$ cat src/rtl/ham_scan_ctrl.sv
// Memory-master Hamming scanner: loads N_WORDS 16-bit operands, finds min/max pairwise
// distance and writes them to RES_ADDR/RES_ADDR+1. Define HAM_PAIR_ADDR_EN to also store the pair indices.
module ham_scan_ctrl #(
   parameter int N_WORDS   = 32,
   parameter int BASE_ADDR = 0,
   parameter int RES_ADDR  = 64,
   parameter int AW        = 8
) (
   input  logic          clk,
   input  logic          reset,
   input  logic          req,
   output logic          done,
   output logic [AW-1:0] mem_addr,
   input  logic [7:0]    mem_rd_data,
   output logic          mem_wr_en,
   output logic [7:0]    mem_wr_data
);

`ifdef HAM_PAIR_ADDR_EN
   localparam int WR_N = 6;
`else
   localparam int WR_N = 2;
`endif
   localparam int LOAD_LAST = 2 * N_WORDS;

   typedef enum logic [2:0] {S_IDLE, S_LOAD, S_SCAN, S_WRITE, S_DONE} state_t;
   state_t r_state, w_next;

   logic [15:0] r_ops [N_WORDS];
   logic [6:0]  r_cnt;
   logic [2:0]  r_wcnt;
   logic [4:0]  r_j, r_k, r_min, r_max;
   logic        r_req_q, r_done;
`ifdef HAM_PAIR_ADDR_EN
   logic [4:0]  r_min_j, r_min_k, r_max_j, r_max_k;
`endif

   logic        w_trigger, w_load_last, w_last_pair;
   logic [5:0]  w_cap_idx;
   logic [4:0]  w_dist;

   function automatic logic [4:0] popcount16(input logic [15:0] v);
      logic [4:0] c;
      c = '0;
      for (int b = 0; b < 16; b++) c = c + {4'd0, v[b]};
      return c;
   endfunction

   assign w_trigger   = (r_state == S_IDLE) && !req && r_req_q;
   assign w_load_last = (r_cnt == 7'(LOAD_LAST));
   assign w_last_pair = (r_j == 5'(N_WORDS - 2)) && (r_k == 5'(N_WORDS - 1));
   // Read data lags its address by one cycle, so count c captures byte c-1.
   assign w_cap_idx   = r_cnt[5:0] - 6'd1;
   assign w_dist      = popcount16(r_ops[r_j] ^ r_ops[r_k]);
   assign done        = r_done;

   always_ff @(posedge clk) begin
      if (reset) r_state <= S_IDLE;
      else       r_state <= w_next;
   end

   always_comb begin
      w_next      = r_state;
      mem_addr    = '0;
      mem_wr_en   = 1'b0;
      mem_wr_data = '0;
      case (r_state)
         S_IDLE:  if (w_trigger) w_next = S_LOAD;
         S_LOAD: begin
            if (w_load_last) w_next = S_SCAN;
            else             mem_addr = AW'(BASE_ADDR) + AW'(r_cnt);
         end
         S_SCAN:  if (w_last_pair) w_next = S_WRITE;
         S_WRITE: begin
            mem_wr_en = 1'b1;
            mem_addr  = AW'(RES_ADDR) + AW'(r_wcnt);
            case (r_wcnt)
               3'd0:    mem_wr_data = {3'b000, r_min};
               3'd1:    mem_wr_data = {3'b000, r_max};
`ifdef HAM_PAIR_ADDR_EN
               3'd2:    mem_wr_data = {3'b000, r_min_j};
               3'd3:    mem_wr_data = {3'b000, r_min_k};
               3'd4:    mem_wr_data = {3'b000, r_max_j};
               3'd5:    mem_wr_data = {3'b000, r_max_k};
`endif
               default: mem_wr_data = '0;
            endcase
            if (r_wcnt == 3'(WR_N - 1)) w_next = S_DONE;
         end
         S_DONE:  if (req) w_next = S_IDLE;
         default: w_next = S_IDLE;
      endcase
   end

   always_ff @(posedge clk) begin
      if (reset) begin
         r_req_q <= 1'b0;
         r_done  <= 1'b0;
         r_cnt   <= '0;
         r_wcnt  <= '0;
         r_j     <= 5'd0;
         r_k     <= 5'd1;
         r_min   <= 5'd16;
         r_max   <= 5'd0;
`ifdef HAM_PAIR_ADDR_EN
         r_min_j <= 5'd0;
         r_min_k <= 5'd1;
         r_max_j <= 5'd0;
         r_max_k <= 5'd1;
`endif
      end else begin
         r_req_q <= req;
         // Registered one cycle behind the state so done also drops one edge after req is seen.
         r_done  <= (r_state == S_DONE);
         case (r_state)
            S_IDLE: if (w_trigger) begin
               r_cnt   <= '0;
               r_wcnt  <= '0;
               r_j     <= 5'd0;
               r_k     <= 5'd1;
               r_min   <= 5'd16;
               r_max   <= 5'd0;
`ifdef HAM_PAIR_ADDR_EN
               r_min_j <= 5'd0;
               r_min_k <= 5'd1;
               r_max_j <= 5'd0;
               r_max_k <= 5'd1;
`endif
            end
            S_LOAD: begin
               r_cnt <= r_cnt + 7'd1;
               if (r_cnt != 7'd0) begin
                  if (w_cap_idx[0]) r_ops[w_cap_idx[5:1]][7:0]  <= mem_rd_data;
                  else              r_ops[w_cap_idx[5:1]][15:8] <= mem_rd_data;
               end
            end
            S_SCAN: begin
               // Strict compares keep the earliest pair in scan order on ties.
               if (w_dist < r_min) begin
                  r_min   <= w_dist;
`ifdef HAM_PAIR_ADDR_EN
                  r_min_j <= r_j;
                  r_min_k <= r_k;
`endif
               end
               if (w_dist > r_max) begin
                  r_max   <= w_dist;
`ifdef HAM_PAIR_ADDR_EN
                  r_max_j <= r_j;
                  r_max_k <= r_k;
`endif
               end
               if (r_k == 5'(N_WORDS - 1)) begin
                  r_j <= r_j + 5'd1;
                  r_k <= r_j + 5'd2;
               end else begin
                  r_k <= r_k + 5'd1;
               end
            end
            S_WRITE: r_wcnt <= r_wcnt + 3'd1;
            default: ;
         endcase
      end
   end

endmodule

$ cat config.mk
export PLATFORM = sky130hd
export DESIGN_NAME = ham_scan_ctrl
export DESIGN_NICKNAME = d
export VERILOG_FILES = /design/src/rtl/ham_scan_ctrl.sv
export SDC_FILE = /design/constraint.sdc
export NUM_CORES = 1
export LEC_CHECK = 0
export CAP_MARGIN = 20
export CELL_PAD_IN_SITES_DETAIL_PLACEMENT = 1
export CELL_PAD_IN_SITES_GLOBAL_PLACEMENT = 1
export CORE_UTILIZATION = 25
export CTS_CLUSTER_DIAMETER = 50
export CTS_CLUSTER_SIZE = 24
export DETAILED_ROUTE_END_ITERATION = 7
export GPL_TIMING_DRIVEN = 1
export PLACE_DENSITY = 0.46
export SLEW_MARGIN = 30
export SYNTH_ARGS = -nofsm -noshare
export SYNTH_HDL_FRONTEND = slang
export SYNTH_SLANG_ARGS = --single-unit
$ cat constraint.sdc
create_clock -name clk -period 7.2 [get_ports clk]
set_clock_uncertainty 0.05 [all_clocks]
set_input_delay 1.44 -clock clk [delete_from_list [all_inputs] [get_ports clk]]
set_output_delay 1.44 -clock clk [all_outputs]
set_load 0.01 [all_outputs]
==> impl_metrics.csv, run 1 <==
group,metric,value,unit
status,status,"completed",
synthesis,synth_warnings,0,
route,remaining_drc_errors,0,
worst_setup_path,cp_num_buf_inv,5,
route,ant_nets,0,
timing,max_freq,144,MHz
timing,worstMarginPinSlew,0.939,ns
job,maxCapViolations,0,
clock_tree,numCtsBuffers,81,
placed_design,globalplace.congestion,0.783,
worst_setup_path,r2r_slack,0.27,ns
global_routing,grt_usage,0.154,
final_layout,areaGrowthSynthToFinish,20.7,%
synthesis,synthArstFlopShare,0,
global_routing,grt_pass1_wl,120,mm
power,switching_power,0.00280,W
power,clock_power_share,0.422,
placed_design,dp_hpwl,55.6,mm
worst_setup_path,cpPeakStageDelay,0.68,ns
clock_tree,clock-sinks,557,
clock_tree,ctsHoldBuffers,0,
power,netSwitchingFraction,0.290,
synthesis,synth_edf_count,512,
power,p_comb_frac,0.208,
route,drtIter0Drc,1214,
worst_setup_path,cp_max_fo,13,
power,ir_drop,0.250,mV
route,vias,14900,
route,viasPerCell,4.91,
floorplanning,initial_core_util,0.253,
worst_setup_path,end_kind,"flip-flop",
min_path,hold_class,"reg -> reg",
global_routing,antenna_found_initial,5,
synthesis,synth.distinct_cells,51,
placed_design,io_buffers,24,
floorplanning,die_x,330,um
clock_tree,cts_tree,"done",
route,dr.pass1.iters,5,
worst_setup_path,crit_path_cell_trace,"buf_12 -> buf_16 -> mux4_2 -> mux4_2 -> mux2i_1 -> xor2_1 -> fa_1 -> fa_1 -> fa_1 -> fa_2 -> ha_1 -> inv_1 -> fa_2 -> inv_1 -> ha_1 -> a21o_1 -> a21o_1 -> a21o_1 -> a211oi_2 -> buf_4 -> mux2i_1",
placed_design,placed_area,0.0292,mm2
timing,setup_viol,0,
final_layout,nNetsFinal,1632,
floorplanning,io_pins,29,
global_routing,grt_max_degree,65,
floorplanning,rows,119,
clock_tree,cts_max_path_buffers,3,
synthesis,avgSynthCellArea,18.2,um2
power,seq_power_share,0.370,
clock_tree,insertion_delay,0.64,ns
synthesis,ys.flop_type,"edfxtp_1",
worst_setup_path,critical_path_cell_count,21,
clock_tree,path_clk_slew,0.06,ns
global_routing,grt_overflow,0,
timing,rsz0062_at_grt,"no",
power,p_leak,9.86,nW
power,power_density,298,mW/mm2
final_layout,fin_util,0.306,
clock_tree,clockRootBuffer,"clkbuf_16",
route,wirelength,83.5,mm
synthesis,postSynthCellCount,1475,
worst_setup_path,setup.worst_path.end,"r_min[3]$_SDFFE_PP0P_",
power,intPower,0.00686,W
timing,finalCriticalPeriod,6.93,ns
timing,fin_setup_tns,0,ns
timing,maxSlewHeadroom,0.371,
synthesis,syn_area,0.0268,mm2
worst_setup_path,worst-setup-path-type,"reg -> reg",
floorplanning,dieArea,0.109,mm2
floorplanning,core_area,0.106,mm2
global_routing,grt_pass1_vias,16100,
worst_setup_path,worstReg2RegEnd,"r_min[3]$_SDFFE_PP0P_",
timing,drv_slew,0,
worst_setup_path,critical_path_required,7.69,ns
worst_setup_path,critical-path-top-delay-family,"adder cells",
worst_setup_path,arrival,7.42,ns
clock_tree,htree_levels,3,
worst_setup_path,cpMaxStageDelayCell,"fa_2",
worst_setup_path,critPathLaunchType,"flip-flop",
timing,finalHoldViolations,0,
final_layout,postLayoutCellArea,0.0324,mm2
synthesis,yosysSeqAreaShare,0.607,
final_layout,diodes,0,
worst_setup_path,ff2ff_path_depth,21,
final_layout,drive_gt1_frac,0.379,
floorplanning,fp.dieH,330,um
route,wl_per_cell,27.5,um
synthesis,ys_ff_latch,557,
timing,period_share,0.962,
==> final cells by class <==
class,instances,area (um2)
clock buffer,89,2130
clock inverter,59,671
fill,10800,73500
inverter,28,105
multi-input combinational,785,10000
sequential,557,16300
tap,1391,1740
timing repair buffer,133,1410
==> synthesized netlist by cell type (6+ instances only) <==
cell type / instances / area share
o21ai_0: 12 / 0.0022
ha_1: 25 / 0.012
buf_1: 8 / 0.0011
mux2i_1: 58 / 0.022
a21o_1: 6 / 0.0017
clkbuf_1: 51 / 0.0071
nand2b_1: 15 / 0.0035
nand2_1: 41 / 0.0057
dfxtp_1: 45 / 0.034
xor2_1: 12 / 0.0039
mux4_2: 284 / 0.24
a221oi_1: 17 / 0.0056
nor3_1: 6 / 0.0011
nand3b_1: 8 / 0.0022
a21oi_1: 40 / 0.0075
buf_6: 7 / 0.0029
o22ai_1: 15 / 0.0035
nand4_1: 8 / 0.0019
fa_1: 10 / 0.0075
buf_4: 17 / 0.0048
inv_1: 28 / 0.0039
and2_1: 6 / 0.0014
buf_2: 25 / 0.0047
nand3_1: 18 / 0.0034
nor2_1: 101 / 0.014
edfxtp_1: 512 / 0.57
mux2_2: 27 / 0.011
xnor2_1: 14 / 0.0046
nor2b_1: 10 / 0.0023
or3_1: 7 / 0.0016
a22oi_1: 10 / 0.0028
==> flip-flops by register name, summed over array words and instances (netlist names), named ones only <==
name / count
done: 1
r_k: 5
r_wcnt: 3
r_cnt: 7
r_state: 3
r_req_q: 1
r_ops: 512
r_max: 5
r_j: 5
r_min: 5
==> per-stage QoR <==
step           instances  hold slack [ns]  power [W]  worst slack, ns
6_report            3042            0.447    0.00966            0.274
5_1_grt             3042            0.488     0.0101          0.00866
4_1_cts             3020            0.448    0.00970           0.0728
3_5_place_dp        2872            0.439    0.00557           0.0890
3_3_place_gp        2871            0.435    0.00555            0.171
2_1_floorplan       1478            0.395    0.00484            0.616
==> worst register-to-register path: cells and delay by family, from the launching register on <==
family	cells	cell delay [ns]
buf+inv	5	0.64
fa+ha+maj	7	3.22
compound gates	4	0.72
xor+xnor	1	0.26
mux	4	1.50
flops	1	0.45
==> cell usage in the layout (no fill, tap or decap), types with 25 or more instances in the layout <==
cell type and count:
inv_1 28, mux2i_1 58, ha_1 25, mux4_2 284, nand2_1 41, a21oi_1 40
mux2_2 27, nor2_1 62, clkbuf_16 88, buf_4 81, nor2_2 39, dfxtp_1 38
edfxtp_1 512
==> logic make-up (layout without fill, tap and decap cells) <==
group / count (synthesis) / count (layout) / synth area share
xor gates and xnor gates: 26 / 26 / 0.00849
muxes: 369 / 369 / 0.271
other: 1 / 4 / 0.000140
AOI/OAI and AO/OA: 116 / 116 / 0.0282
DFF: 557 / 557 / 0.607
adders and majority gates: 35 / 35 / 0.0191
buffers and inverters: 136 / 309 / 0.0245
and+or+nand+nor: 235 / 235 / 0.0413
==> power by group through the flow <==
stage,combinational (W),sequential [W],clock [W]
5_1_grt,0.00223,0.00358,0.00428
6_report,0.00201,0.00358,0.00407
3_3_place_gp,0.00191,0.00364,0
4_1_cts,0.00195,0.00357,0.00417
2_1_floorplan,0.00121,0.00363,0
3_5_place_dp,0.00193,0.00364,0
==> metal layers <==
metal | part of all wire | track usage
met3 | 0.052 | 0.0314
met2 | 0.46 | 0.237
met1 | 0.47 | 0.219
met5 | 0.00032 | 0
met4 | 0.021 | 0.0463
==> how the worst min path moves through the flow <==
stage | slack (ns) | cells after the start | start | to
after floorplan | 0.39 | 2 | r_max[1]$_SDFFE_PP0P_ | r_max[1]$_SDFFE_PP0P_
after global placement | 0.44 | 2 | r_k[4]$_SDFFE_PP0P_ | flip-flop
after detailed placement | 0.44 | 2 | r_max[2]$_SDFFE_PP0P_ | r_max[2]$_SDFFE_PP0P_
after CTS | 0.45 | 2 | r_max[2]$_SDFFE_PP0P_ | r_max[2]$_SDFFE_PP0P_
after global routing | 0.49 | 2 | r_max[1]$_SDFFE_PP0P_ | r_max[1]$_SDFFE_PP0P_
final | 0.45 | 2 | r_max[2]$_SDFFE_PP0P_ | r_max[2]$_SDFFE_PP0P_
==> repair_timing <==
item | 4_1_cts | 5_1_grt
gates resized for setup | 0 | 11
setup buffers | 0 | 18
endpoints found under the setup margin | 0 | 10
(Power assumes the default switching activity.)
==> run 2: changes to the inputs <==
- SETUP_SLACK_MARGIN: unset -> 0.15
==> impl_metrics.csv, run 2 (same netlist as run 1, synthesis figures left out) <==
group,metric,value,unit
clock_tree,htree_levels,3,
clock_tree,cts_tree,"done",
job,maxCapViolations,0,
final_layout,areaGrowthSynthToFinish,22.3,%
timing,finalCriticalPeriod,6.81,ns
timing,max_freq,147,MHz
worst_setup_path,worstReg2RegEnd,"r_max[1]$_SDFFE_PP0P_",
power,p_comb_frac,0.216,
final_layout,n_fill_cell,10700,
global_routing,grt_overflow,0,
route,dr.pass1.iters,4,
route,drtIter0Drc,1150,
timing,fin_setup_tns,0,ns
clock_tree,clock-sinks,557,
worst_setup_path,setup.worst_path.end,"r_max[1]$_SDFFE_PP0P_",
floorplanning,initial_core_util,0.253,
power,ir_drop,0.252,mV
clock_tree,cts_max_path_buffers,3,
global_routing,grt_max_degree,65,
timing,rsz0062_at_grt,"no",
floorplanning,dieArea,0.109,mm2
power,intPower,0.00693,W
timing,setup_viol,0,
floorplanning,fp.dieH,330,um
power,seq_power_share,0.366,
final_layout,largest_reg_flops,512,
power,netSwitchingFraction,0.290,
route,vias,15100,
floorplanning,rows,119,
worst_setup_path,end_kind,"flip-flop",
timing,worstMarginPinSlew,1.01,ns
timing,maxSlewHeadroom,0.321,
timing,period_share,0.945,
timing,fin_hold_ws,0.450,ns
timing,finalHoldViolations,0,
final_layout,nNetsFinal,1669,
clock_tree,clockRootBuffer,"clkbuf_16",
power,power_density,297,mW/mm2
worst_setup_path,cp_max_fo,7,
worst_setup_path,ff2ff_path_depth,25,
worst_setup_path,arrival,7.30,ns
timing,drv_slew,0,
global_routing,grt_pass1_wl,120,mm
route,ant_nets,0,
worst_setup_path,r2r_slack,0.39,ns
clock_tree,numCtsBuffers,81,
final_layout,layout_common_cells,"edfxtp_1, mux4_2, buf_4",
global_routing,grt_pass1_vias,16100,
route,wl_per_cell,27.5,um
placed_design,io_buffers,24,
floorplanning,die_x,330,um
power,p_leak,10.1,nW
final_layout,final_common_cell,"edfxtp_1",
floorplanning,io_pins,29,
worst_setup_path,critical_path_required,7.70,ns
clock_tree,insertion_delay,0.64,ns
placed_design,dp_hpwl,55.6,mm
final_layout,diodes,0,
final_layout,drive_gt1_frac,0.396,
min_path,hold_class,"reg -> reg",
route,viasPerCell,4.90,
power,clock_power_share,0.418,
status,status,"completed",
worst_setup_path,critPathLaunchType,"flip-flop",
floorplanning,core_area,0.106,mm2
global_routing,grt_usage,0.155,
route,wirelength,84.6,mm
placed_design,globalplace.congestion,0.783,
power,switching_power,0.00282,W
final_layout,register_area,0.0163,mm2
power,power,0.00976,W
clock_tree,path_clk_slew,0.07,ns
final_layout,fin_util,0.310,
clock_tree,ctsHoldBuffers,0,
route,remaining_drc_errors,0,
final_layout,multiInputGateArea,0.0101,mm2
worst_setup_path,worst-setup-path-type,"reg -> reg",
global_routing,antenna_found_initial,5,
## run 2: changes by cell type in the layout (fill, tap and decap cells not counted), moves of 2 or more
cell / before / now
inv_1: 28 / 25
buf_16: 4 / 6
clkbuf_16: 88 / 91
buf_4: 81 / 111
inv_2: 0 / 3
## run 2: metal layers
metal | part of all wire | global-route usage | wire (um)
met1 | 0.47 | 0.220 | 39600
met2 | 0.46 | 0.238 | 38900
met3 | 0.051 | 0.0319 | 4310
met4 | 0.021 | 0.0463 | 1810
met5 | 0.00032 | 0 | 27
## run 2: worst min-delay path by stage
stage | slack (ns) | end | cells past startpoint | from
after floorplan | 0.39 | r_max[1]$_SDFFE_PP0P_ | 2 | r_max[1]$_SDFFE_PP0P_
after global placement | 0.44 | flip-flop | 2 | r_k[4]$_SDFFE_PP0P_
after detailed placement | 0.44 | r_max[2]$_SDFFE_PP0P_ | 2 | r_max[2]$_SDFFE_PP0P_
after CTS | 0.45 | r_max[2]$_SDFFE_PP0P_ | 2 | r_max[2]$_SDFFE_PP0P_
after global routing | 0.49 | r_max[1]$_SDFFE_PP0P_ | 2 | r_max[1]$_SDFFE_PP0P_
final | 0.45 | r_max[2]$_SDFFE_PP0P_ | 2 | r_max[2]$_SDFFE_PP0P_
## run 2: worst max-delay path, stage by stage, from the launching register on
cell and delay [ns]:
dfxtp_4 0.40, buf_12 0.16, buf_4 0.13, buf_4 0.13, mux2i_1 0.11, a221oi_1 0.70, a21oi_1 0.12, o21ai_0 0.20
nand2_1 0.09, xor2_1 0.21, fa_1 0.49, fa_2 0.60, fa_1 0.46, fa_2 0.68, ha_4 0.16, inv_2 0.04
fa_2 0.38, xnor2_2 0.16, ha_1 0.30, a21o_1 0.19, a21o_1 0.17, a211oi_1 0.23, o21a_2 0.22, buf_4 0.14
nand2_1 0.05, a21oi_1 0.13
## run 2: power groups by stage
stage               sequential, W  combinational (W)  clock [W]
floorplan                 0.00363            0.00121          0
global placement          0.00364            0.00191          0
detailed placement        0.00364            0.00193          0
CTS                       0.00357            0.00198    0.00417
global route              0.00358            0.00233    0.00428
finish                    0.00357            0.00210    0.00408
## run 2: stage by stage
step	instance area, um2	worst slack (ns)	instances
after floorplan	26800	0.616	1478
after global placement	29100	0.171	2871
after detailed placement	29200	0.0890	2872
after CTS	32200	0.158	3033
after global routing	32800	0.141	3079
final	32800	0.394	3079
## run 2: final cells by class
type | count | share of cell area
clock inverters | 59 | 0.0204
well taps | 1391 | 0.0530
inverters | 28 | 0.00320
multi-input cells | 785 | 0.307
flip-flops and latches | 557 | 0.497
clock buffers | 89 | 0.0649
repair buffers | 170 | 0.0550
## run 2: repair_timing
item,4_1_cts,5_1_grt
setup endpoints to repair,5,10
cloned,1,7
pin swaps,2,13
gates resized for setup,7,18
buffers inserted,12,39
==> run 3: changes to the inputs <==
- GPL_ROUTABILITY_DRIVEN: unset -> 1
==> results of run 3 <==
The final DEF is identical to that of run 2; final timing and power are the same.
